===== src/rtl/vram_arbiter.sv =====
// Single-port frame-buffer arbiter: scan-out owns the RAM during active video,
// one-word writes are granted during blanking; pixel and timing strobes leave aligned.
module vram_arbiter #(
    parameter int FB_W     = 200,
    parameter int FB_H     = 150,
    parameter int SCALE_SH = 2,
    parameter int ADDR_W   = 15,
    parameter int DATA_W   = 12
) (
    input  logic              pclk,
    input  logic              rst,
    input  logic [10:0]       hcount,
    input  logic [10:0]       vcount,
    input  logic              hsync,
    input  logic              vsync,
    input  logic              hblnk,
    input  logic              vblnk,
    input  logic              wr_req,
    input  logic [ADDR_W-1:0] wr_addr,
    input  logic [DATA_W-1:0] wr_data,
    output logic              wr_gnt,
    output logic              wr_err,
    output logic [ADDR_W-1:0] mem_addr,
    output logic              mem_we,
    output logic [DATA_W-1:0] mem_wdata,
    input  logic [DATA_W-1:0] mem_rdata,
    output logic [DATA_W-1:0] pix_data,
    output logic              hsync_out,
    output logic              vsync_out,
    output logic              hblnk_out,
    output logic              vblnk_out
);

    typedef enum logic [1:0] {IDLE = 2'd0, SCAN = 2'd1, WRITE = 2'd2} own_t;

    localparam logic [31:0] FB_CELLS = 32'(FB_W * FB_H);

    own_t              own_q, own_d, own_p1_q;
    logic [ADDR_W-1:0] mem_addr_q, mem_addr_d;
    logic [DATA_W-1:0] mem_wdata_q, mem_wdata_d;
    logic              mem_we_q, mem_we_d;
    logic              wr_gnt_q, wr_gnt_d;
    logic              wr_err_q, wr_err_d;
    logic [DATA_W-1:0] pix_q;
    logic [3:0]        strb_p0_q, strb_p1_q, strb_p2_q;

    logic              active;
    logic              in_range;
    logic [ADDR_W-1:0] scan_row, scan_col, scan_addr;

    assign active   = !hblnk && !vblnk;
    assign in_range = 32'(wr_addr) < FB_CELLS;
    assign scan_row = ADDR_W'(vcount >> SCALE_SH);
    assign scan_col = ADDR_W'(hcount >> SCALE_SH);
    // Address arithmetic wraps at ADDR_W bits; only active counters ever reach it.
    assign scan_addr = scan_row * ADDR_W'(FB_W) + scan_col;

    always_ff @(posedge pclk) begin
        if (rst) begin
            own_q <= IDLE;
        end else begin
            own_q <= own_d;
        end
    end

    // A grant is refused while the previous grant is still visible to the writer.
    always_comb begin
        own_d = IDLE;
        if (active) begin
            own_d = SCAN;
        end else if (wr_req && !wr_gnt_q) begin
            own_d = WRITE;
        end
    end

    always_comb begin
        mem_addr_d  = mem_addr_q;
        mem_wdata_d = mem_wdata_q;
        mem_we_d    = 1'b0;
        wr_gnt_d    = 1'b0;
        wr_err_d    = 1'b0;
        case (own_d)
            SCAN: begin
                mem_addr_d = scan_addr;
            end
            WRITE: begin
                mem_addr_d  = wr_addr;
                mem_wdata_d = wr_data;
                wr_gnt_d    = 1'b1;
                mem_we_d    = in_range;
                wr_err_d    = !in_range;
            end
            default: ;
        endcase
    end

    // Issue stage, RAM-return stage, and pixel stage all share one reset.
    always_ff @(posedge pclk) begin
        if (rst) begin
            mem_addr_q  <= '0;
            mem_wdata_q <= '0;
            mem_we_q    <= 1'b0;
            wr_gnt_q    <= 1'b0;
            wr_err_q    <= 1'b0;
            own_p1_q    <= IDLE;
            pix_q       <= '0;
            strb_p0_q   <= '0;
            strb_p1_q   <= '0;
            strb_p2_q   <= '0;
        end else begin
            mem_addr_q  <= mem_addr_d;
            mem_wdata_q <= mem_wdata_d;
            mem_we_q    <= mem_we_d;
            wr_gnt_q    <= wr_gnt_d;
            wr_err_q    <= wr_err_d;
            own_p1_q    <= own_q;
            pix_q       <= (own_p1_q == SCAN) ? mem_rdata : '0;
            strb_p0_q   <= {hsync, vsync, hblnk, vblnk};
            strb_p1_q   <= strb_p0_q;
            strb_p2_q   <= strb_p1_q;
        end
    end

    assign mem_addr  = mem_addr_q;
    assign mem_wdata = mem_wdata_q;
    assign mem_we    = mem_we_q;
    assign wr_gnt    = wr_gnt_q;
    assign wr_err    = wr_err_q;
    assign pix_data  = pix_q;
    assign hsync_out = strb_p2_q[3];
    assign vsync_out = strb_p2_q[2];
    assign hblnk_out = strb_p2_q[1];
    assign vblnk_out = strb_p2_q[0];

endmodule

===== config.mk =====
export PLATFORM = sky130hd
export DESIGN_NAME = vram_arbiter
export DESIGN_NICKNAME = d
export VERILOG_FILES = /design/src/rtl/vram_arbiter.sv
export SDC_FILE = /design/constraint.sdc
export NUM_CORES = 1
export LEC_CHECK = 0
export CORE_ASPECT_RATIO = 1.4
export CORE_UTILIZATION = 30
export DETAILED_ROUTE_END_ITERATION = 8
export SYNTH_ARGS = -nofsm -noshare
export SYNTH_HDL_FRONTEND = slang
export SYNTH_SLANG_ARGS = --single-unit

===== constraint.sdc =====
create_clock -name pclk -period 5.7 [get_ports pclk]
set_input_delay 1.14 -clock pclk [delete_from_list [all_inputs] [get_ports pclk]]
set_output_delay 1.14 -clock pclk [all_outputs]
set_load 0.005 [all_outputs]

Word level (Yosys, flattened, before mapping)
Cells that the tools add are included.
{"block": "word_totals", "memories": 0, "input_bits": 68, "latch_bits": 0, "mem_bits_ro": 0, "ram_bits": 0, "elab_cells": 32, "output_inout_bits": 46, "ff_bits": 58}
{"block": "op_classes", "multipliers": 1, "n_lt_le_gt_ge": 1, "n_mux": 4, "n_addsub": 1, "shift": 0, "n_eq_ne": 3, "n_bitwise": 2, "n_div": 0, "reduce_logical": 9}
{"op": "case mux 15 bit (2 select lines)", "count": 1}
{"op": "adder 15 x 9 -> 15 bit", "count": 1}
{"op": "less-than comparator 15 bit, second input constant", "count": 1}
{"op": "multiplier 9 x 5 -> 12 bit, second input constant", "count": 1}
{"op": "equality test 2 x 1 -> 1 bit, second input constant", "count": 2}
{"op": "logical NOT 1 bit", "count": 4}
{"op": "two-way mux 2 bit", "count": 2}
{"op": "OR reduction 2 bit", "count": 2}
{"op": "equality test 2 bit, second input constant", "count": 1}
{"op": "logical AND 1 bit", "count": 2}
{"op": "NOT 1 bit", "count": 2}
{"op": "nonzero test 2 bit", "count": 1}
{"op": "two-way mux 1 bit", "count": 1}

Depth between registers and ports, before layout
Gate-level depths: netlist of the first run.
{"block": "depth", "ltp_word": 7, "depth_mapped": 12, "mapped_depth_nobuf": 12}

Least setup slack after synthesis of the first run
Ideal clock, no wire load.
{"block": "synth_path", "path_kind": "input -> register", "start": "input port vcount[3]", "end": "register mem_addr_q[14] (netlist: mem_addr[14])", "arrival_ns": 3.925, "setup_slack_ns": 1.684, "path_buffers": 0, "stages": 12, "required_ns": 5.609, "setup_time_ns": 0.091, "cell_sequence": "ha_1 > ha_1 > ha_1 > inv_1 > fa_1 > inv_1 > ha_1 > o21a_1 > a21oi_1 > nand3b_2 > or3_1 > a311oi_1"}
{"block": "synth_via", "elab_chain_len": 3}
{"item": "start, declared", "line_no": "13", "text": "input logic [10:0] vcount,"}
{"item": "multiplier 9 x 5 -> 12 bit", "line_no": "56", "text": "assign scan_addr = scan_row * ADDR_W'(FB_W) + scan_col;"}
{"item": "adder 15 x 9 -> 15 bit", "line_no": "56"}
{"item": "case mux 15 bit (2 select lines)", "line_no": "82", "text": "case (own_d)"}
{"item": "end signal, assigned", "line_no": "111", "text": "mem_addr_q <= mem_addr_d;"}
{"item": "end, declared", "line_no": "39", "text": "logic [ADDR_W-1:0] mem_addr_q, mem_addr_d;"}
No other way between the ends.
A chain may end at the register's enable or synchronous reset.

Worst setup path in the final report of the first run
Same ends and word-level chain as after synthesis.

==> summary.txt, run 1 <==
Status
  – Outcome: finished clean

GRT
  – Via count of the first global-routing pass: 2572
  – Antenna violations before repair: 0
  – First-pass GRT wire length: 11900 um
  – Largest net degree at the start of global routing: 46
  – Overflow left after global routing: 0
  – Total routing resource utilization after global routing: 14.9%

Clocking
  – Resized Gates After CTS: 0
  – Library cell used as clock root buffer: clkbuf_16
  – Clock slew at the register clock pins of the worst setup and hold paths: 0.05 ns
  – Total CTS buffers: 9
  – H-tree level count: 3
  – Setup bufs post-CTS: 0
  – Clock sink total: 57
  – Clock network latency to the later pin of the worst-skew pair: 0.32 ns
  – Clock Tree Buf Depth: 2
  – CTS tree: built
  – # hold bufs at CTS: 0

Placement
  – Placed cell areas: 4220 um2
  – Count of input and output buffers: 109
  – Placed insts: 555
  – Half-perimeter wire length of the detailed placement result: 5770 um
  – Final weighted congestion in routability-driven placement: 0.741

Timing
  – Actual slew at the worst max-slew pin: 1.03 ns
  – Final setup violating endpoints: 0
  – Hold Violations, Final: 0
  – Part of the cycle the worst path needs: 77.4%
  – Setup repair after global routing missed its margin: no
  – Max-slew headroom at the worst pin: 31.3%
  – Worst clock skew on the final layout: 0.00556 ns
  – Worst hold slack across all endpoints: 0.430 ns
  – Slew Limit Fails: 0
  – Fmax: 0.227 GHz
  – Min Tclk post-route: 4.41 ns
  – Post-Route Setup TNS: 0 ns

Floorplanning
  – Number of top-level pins: 114
  – Die Footprint: 10400 um2
  – Standard-cell rows: 42
  – Chip Height: 120 um
  – Core Region: 9560 um2
  – Starting utilization of the core area: 31.3%
  – Die Span X: 86.4 um

Worst setup path
  – Critical path's top delay family: adder cells
  – Buffering stage count on the worst path with inverters included: 3
  – CP max stage delay: 0.52 ns
  – Worst path most repeated cell: ha_1
  – Type of element launching the critical path: input pin
  – Register-to-Register Setup Slack: 3.79 ns
  – Reg2reg end: wr_err
  – CP Capture Type: flop
  – Slowest-stage cell, CP: fa_1
  – Classification of the worst setup path: in -> reg
  – Maximum fanout encountered on the critical timing path: 4
  – Worst reg2reg path startpoint: own_q[1]
  – Number of cell instances on the worst register-to-register path: 4
  – CP Cell Sequence: clkdlybuf4s50_1 > ha_1 > ha_1 > ha_1 > inv_1 > fa_1 > inv_1 > ha_1 > o21a_1 > a21oi_1 > nand3b_2 > or3_1 > a311oi_1
  – Endpoint arrival time on the critical path: 4.64 ns
  – Required arrival time at the worst endpoint: 5.93 ns

Logic synthesis
  – Count of mapped cells out of synthesis: 324
  – Share of synthesized area occupied by flip-flops and latches: 38.1%
  – Post-Syn Area per Cell: 9.24 um2
  – Number of unique standard cell types used by synthesis: 41
  – Syn. warnings: 0
  – Synth async-reset ratio: 0%
  – Number of enable-type register cells in the synthesized netlist: 0
  – Main flop type after synthesis: dfxtp_1
  – Synthesized area: 2990 um2
  – Post-synthesis register bit count: 57
  – Synthesized Nets: 428

Route
  – Antenna viol nets, final: 0
  – Vias per std cell: 4.54
  – Total via count after detailed routing: 2591
  – Number of detailed-route iterations in the first pass: 4
  – First-iteration detailed-routing DRC count: 68
  – Wire length reported by the detailed router: 7320 um
  – Total DRC errors in the routed layout: 0
  – Average wire per cell in the routed design: 12.8 um

Min path
  – Hold/Removal Path Class: reg -> reg
  – Hold path startpoint: strb_p0_q[2]
  – Hold-critical path endpoint: strb_p1_q[2]
  – Worst Hold Path Cells: 1

Cells and area
  – Most frequent standard cell in the layout excluding fill and tap cells: clkdlybuf4s50_1
  – Nets: 538
  – Layout Utilization: 47.5%
  – Multi-input gate area: 1720 um2
  – Most frequent cells in the layout: clkdlybuf4s50_1 (109), dfxtp_1 (57), ha_1 (31)
  – Final design instance area without fill: 4540 um2
  – Synth-to-layout area growth: 51.8%
  – Count of inserted antenna diode cells: 0
  – Filler cells: 939
  – Layout Cells excl Fill: 571
  – Layout cell share with drive strength beyond 1: 5.92%
  – Area occupied by registers: 1140 um2

Power and ir drop
  – Leakage component of the power: 1.85 nW
  – Power per Cell Area: 302 nW/um2
  – Peak supply drop: 112 uV

Flow run
  – Max-cap violations: 0
## flip-flops by register name, indices dropped and copies added (netlist names)
signal and flops:
strb_p1_q 4, pix_data 12, own_p1_q 2, mem_we 1, strb_p0_q 4, own_q 2
strb_p2_q 4, mem_addr 15, wr_err 1, mem_wdata 12
## layout make-up
type                            count  share of cell area (%)
Multi-Input combinational cell    233                    37.9
Tap cell                          132                    3.63
Timing Repair Buffer              112                    24.5
Clock buffer                       11                    5.34
Inverter                           21                    1.73
Clock inverter                      5                    1.73
Sequential cell                    57                    25.1
## cells in the mapped netlist, types with 2 or more instances
library cell | instances | area [um2]
o2111a_1 | 2 | 22.5
a211o_1 | 3 | 26.3
nor3b_1 | 4 | 30.0
nand2_1 | 29 | 109
or2_2 | 2 | 12.5
fa_1 | 5 | 100
o21a_1 | 2 | 15.0
a311oi_1 | 2 | 17.5
a211oi_1 | 21 | 158
inv_1 | 21 | 78.8
buf_2 | 2 | 10.0
mux2i_1 | 9 | 90.1
a31oi_1 | 2 | 12.5
xnor2_1 | 9 | 78.8
clkbuf_1 | 10 | 37.5
and2_1 | 15 | 93.8
xor2_1 | 2 | 17.5
o21ai_0 | 10 | 50.1
a21o_1 | 3 | 22.5
dfxtp_1 | 57 | 1140
nor3_1 | 2 | 10.0
nor2b_1 | 24 | 150
a21oi_1 | 21 | 105
nor2_1 | 18 | 67.6
or3_1 | 3 | 18.8
ha_1 | 31 | 388
## report_power, final
group          leakage [nW]  internal [W]  switching, W
Sequential            0.468      0.000422    0.00000918
Combinational          1.22      0.000193      0.000184
Clock                 0.159      0.000393      0.000173
Total                  1.85       0.00101      0.000365
## worst max path at each step
stage / startpoint / to / slack, ns / depth (start not counted)
6_report: vcount[3] / mem_addr[14] / 1.29 / 13
5_1_grt: vcount[3] / mem_addr[14] / 1.07 / 13
4_1_cts: vcount[3] / mem_addr[14] / 1.27 / 13
3_5_place_dp: vcount[3] / mem_addr[14] / 0.96 / 13
3_3_place_gp: vcount[3] / mem_addr[14] / 0.99 / 13
2_1_floorplan: vcount[3] / mem_addr[14] / 1.68 / 12
## per-stage QoR
stage	power [W]	setup WS, ns
after floorplan	0.000682	1.68
after global placement	0.000813	0.990
after detailed placement	0.000819	0.956
after CTS	0.00139	1.27
after global routing	0.00146	1.07
final	0.00137	1.29
## routing by layer
layer / GRT usage, % / routed length (um) / share of wire (%) / vias to the layer above
met5: 0 / 0 / 0 / -
met4: 7.50 / 134 / 1.8 / 0
met3: 3.41 / 437 / 6.0 / 9
met2: 26.8 / 3820 / 52 / 86
met1: 16.2 / 2940 / 40 / 1156
li1: - / - / - / 1340
## cell families (layout without fill, tap and decap cells)
family	count (synthesis)	after routing	synth area share [%]
buf+inv	34	149	4.35
fa+ha+maj	36	36	16.3
compound gates	73	73	16.4
xor+xnor	11	11	3.22
flops	57	57	38.1
mux	9	9	3.01
simple gates	104	104	18.6
No activity file was read; power rests on OpenSTA's default activity.
==> run 2, diff against run 1 <==
- clock period: 5.7 -> 4.46 ns (I/O delays scaled with it)
==> run 2 against run 1 <==
Setup slack got worse by 0.87 ns. Register-to-register slack got worse by 1.2 ns. Utilization rose by 0.37 points. Routed wire length rose by 1.5%. Largest cell class unchanged. Cell count rose by 0.88%. Sequential power rose by 28%. Highest routed layer unchanged. Largest power group unchanged. Via count rose by 1.9%.
==> summary.txt, run 2 (synthesis results as in run 1) <==
Placement
  – Count of input and output buffers: 109 (unchanged)
  – Half-perimeter wire length of the detailed placement result: 5950 um (+3.1%)
  – Placed insts: 560 (+0.90%)
  – Final weighted congestion in routability-driven placement: 0.720 (-2.8%)
  – Post-placement worst setup slack: 0.0598 ns (-0.897 ns)

Power and ir drop
  – Share of total power in combinational logic: 28.3% (+0.9 points)
  – Leakage component of the power: 1.87 nW (+0.83%)
  – NetSw: 0.000486 W (+33%)
  – Part of the total power dissipated in sequential elements: 31.0% (-0.4 points)
  – Power per Cell Area: 388 nW/um2 (+28%)
  – Clock power frac: 40.7% (-0.5 points)
  – Internal power: 0.00129 W (+28%)
  – Post-layout total power: 0.00178 W (+29%)
  – Switch share: 27.3% (+0.72 points)
  – Peak supply drop: 168 uV (+50%)

Clocking
  – H-tree level count: 3 (unchanged)
  – Resized Gates After CTS: 0 (unchanged)
  – Clock slew at the register clock pins of the worst setup and hold paths: 0.05 ns (about the same)
  – # hold bufs at CTS: 0 (unchanged)
  – Library cell used as clock root buffer: clkbuf_16
  – CTS tree: built
  – Setup bufs post-CTS: 0 (unchanged)
  – Total CTS buffers: 9 (unchanged)
  – Clock Tree Buf Depth: 2 (unchanged)
  – Clock network latency to the later pin of the worst-skew pair: 0.32 ns (about the same)
  – Clock sink total: 57 (unchanged)

Route
  – Total via count after detailed routing: 2641 (+1.9%)
  – Total DRC errors in the routed layout: 0 (unchanged)
  – Wire length reported by the detailed router: 7430 um (+1.5%)
  – Number of detailed-route iterations in the first pass: 4 (unchanged)
  – First-iteration detailed-routing DRC count: 83 (+22%)
  – Vias per std cell: 4.59 (+1.0%)
  – Average wire per cell in the routed design: 12.9 um (+0.58%)
  – Antenna viol nets, final: 0 (unchanged)

Floorplanning
  – Number of top-level pins: 114 (unchanged)
  – Die Span X: 86.4 um (unchanged)
  – Die Footprint: 10400 um2 (unchanged)
  – Chip Height: 120 um (unchanged)
  – Standard-cell rows: 42 (unchanged)
  – Core Region: 9560 um2 (unchanged)
  – Starting utilization of the core area: 31.3% (unchanged)

Cells and area
  – Count of inserted antenna diode cells: 0 (unchanged)
  – Layout Cells excl Fill: 576 (+0.88%)
  – Layout Utilization: 47.9% (+0.37 points)
  – Filler cells: 937 (-0.21%)
  – Most frequent cells in the layout: clkdlybuf4s50_1 (109), dfxtp_1 (57), ha_1 (31)
  – Most frequent standard cell in the layout excluding fill and tap cells: clkdlybuf4s50_1
  – Synth-to-layout area growth: 53.0%
  – Number of flip-flops in the largest register: 15 (unchanged)
  – Nets: 543 (+0.93%)
  – Layout cell share with drive strength beyond 1: 7.21% (+1.3 points)

Timing
  – Hold Violations, Final: 0 (unchanged)
  – Part of the cycle the worst path needs: 90.6%
  – Actual slew at the worst max-slew pin: 1.03 ns (+0.00204 ns)
  – Worst clock skew on the final layout: 0.00266 ns (-0.00291 ns)
  – Final setup violating endpoints: 0 (unchanged)
  – Setup repair after global routing missed its margin: no
  – Min Tclk post-route: 4.04 ns
  – Post-Route Setup TNS: 0 ns (unchanged)
  – Max-slew headroom at the worst pin: 31.2% (-0.14 points)
  – Fmax: 0.247 GHz
  – Slew Limit Fails: 0 (unchanged)
  – Smallest setup slack after layout: 0.418 ns (-0.871 ns)

GRT
  – Via count of the first global-routing pass: 2650 (+3.0%)
  – Total routing resource utilization after global routing: 14.9% (about the same)
  – First-pass GRT wire length: 12100 um (+1.7%)
  – Largest net degree at the start of global routing: 46 (unchanged)
  – Antenna violations before repair: 0 (unchanged)
  – Overflow left after global routing: 0 (unchanged)

Worst setup path
  – Required arrival time at the worst endpoint: 4.69 ns (-1.24 ns)
  – Classification of the worst setup path: in -> reg
  – Maximum fanout encountered on the critical timing path: 3 (-1)
  – CP Capture Type: flop
  – Type of element launching the critical path: input pin
  – Endpoint arrival time on the critical path: 4.27 ns (-0.37 ns)

Min path
  – Hold/Removal Path Class: reg -> reg

Flow run
  – Max-cap violations: 0 (unchanged)

Status
  – Outcome: finished clean
==> run 2: worst paths after layout <==
kind,endpoint,depth (start not counted),slack (ns),from
worst min-delay path,strb_p2_q[1],1,0.43,strb_p1_q[1]
worst max-delay path,mem_addr[14],13,0.42,vcount[3]
worst min register to register,strb_p2_q[1],1,0.43,strb_p1_q[1]
worst max register to register,wr_err,4,2.57,own_q[1]
==> run 2: layout make-up <==
| class | instances | area, um2 | share of cell area, % |
|---|---|---|---|
| inverter | 21 | 78.8 | 1.72 |
| multi-input combinational | 233 | 1720 | 37.7 |
| tap | 132 | 165 | 3.61 |
| sequential | 57 | 1140 | 24.9 |
| clock inverter | 7 | 93.8 | 2.05 |
| clock buffer | 9 | 225 | 4.92 |
| timing repair buffer | 117 | 1150 | 25.1 |
==> run 2: per-layer routing <==
layer	wire length (um)	global-route usage [%]	vias up
met2	3880	28.1	84
met5	0	0	-
met4	134	5.94	0
met3	464	3.48	11
li1	-	-	1351
met1	2950	15.6	1195
==> run 2: worst max-delay path, cell delays in order <==
cell and delay, ns:
clkdlybuf4s50_1 0.45, ha_1 0.31, ha_1 0.30, ha_1 0.31, inv_1 0.06, fa_1 0.53
inv_1 0.04, ha_1 0.28, o21a_1 0.14, a21oi_1 0.09, nand3b_2 0.23, or3_1 0.37
a311oi_1 0.27
==> run 2: stage by stage <==
step                hold slack (ns)  cell area, um2
detailed placement            0.420            4260
global route                  0.454            4580
finish                        0.431            4580
floorplan                     0.414            2990
global placement              0.416            4260
CTS                           0.433            4580
==> run 2: power groups by stage <==
stage          combinational (W)  clock [W]  sequential (W)
6_report                0.000503   0.000722        0.000551
5_1_grt                 0.000570   0.000762        0.000554
4_1_cts                 0.000512   0.000741        0.000551
3_5_place_dp            0.000507          0        0.000562
3_3_place_gp            0.000498          0        0.000561
2_1_floorplan           0.000308          0        0.000563
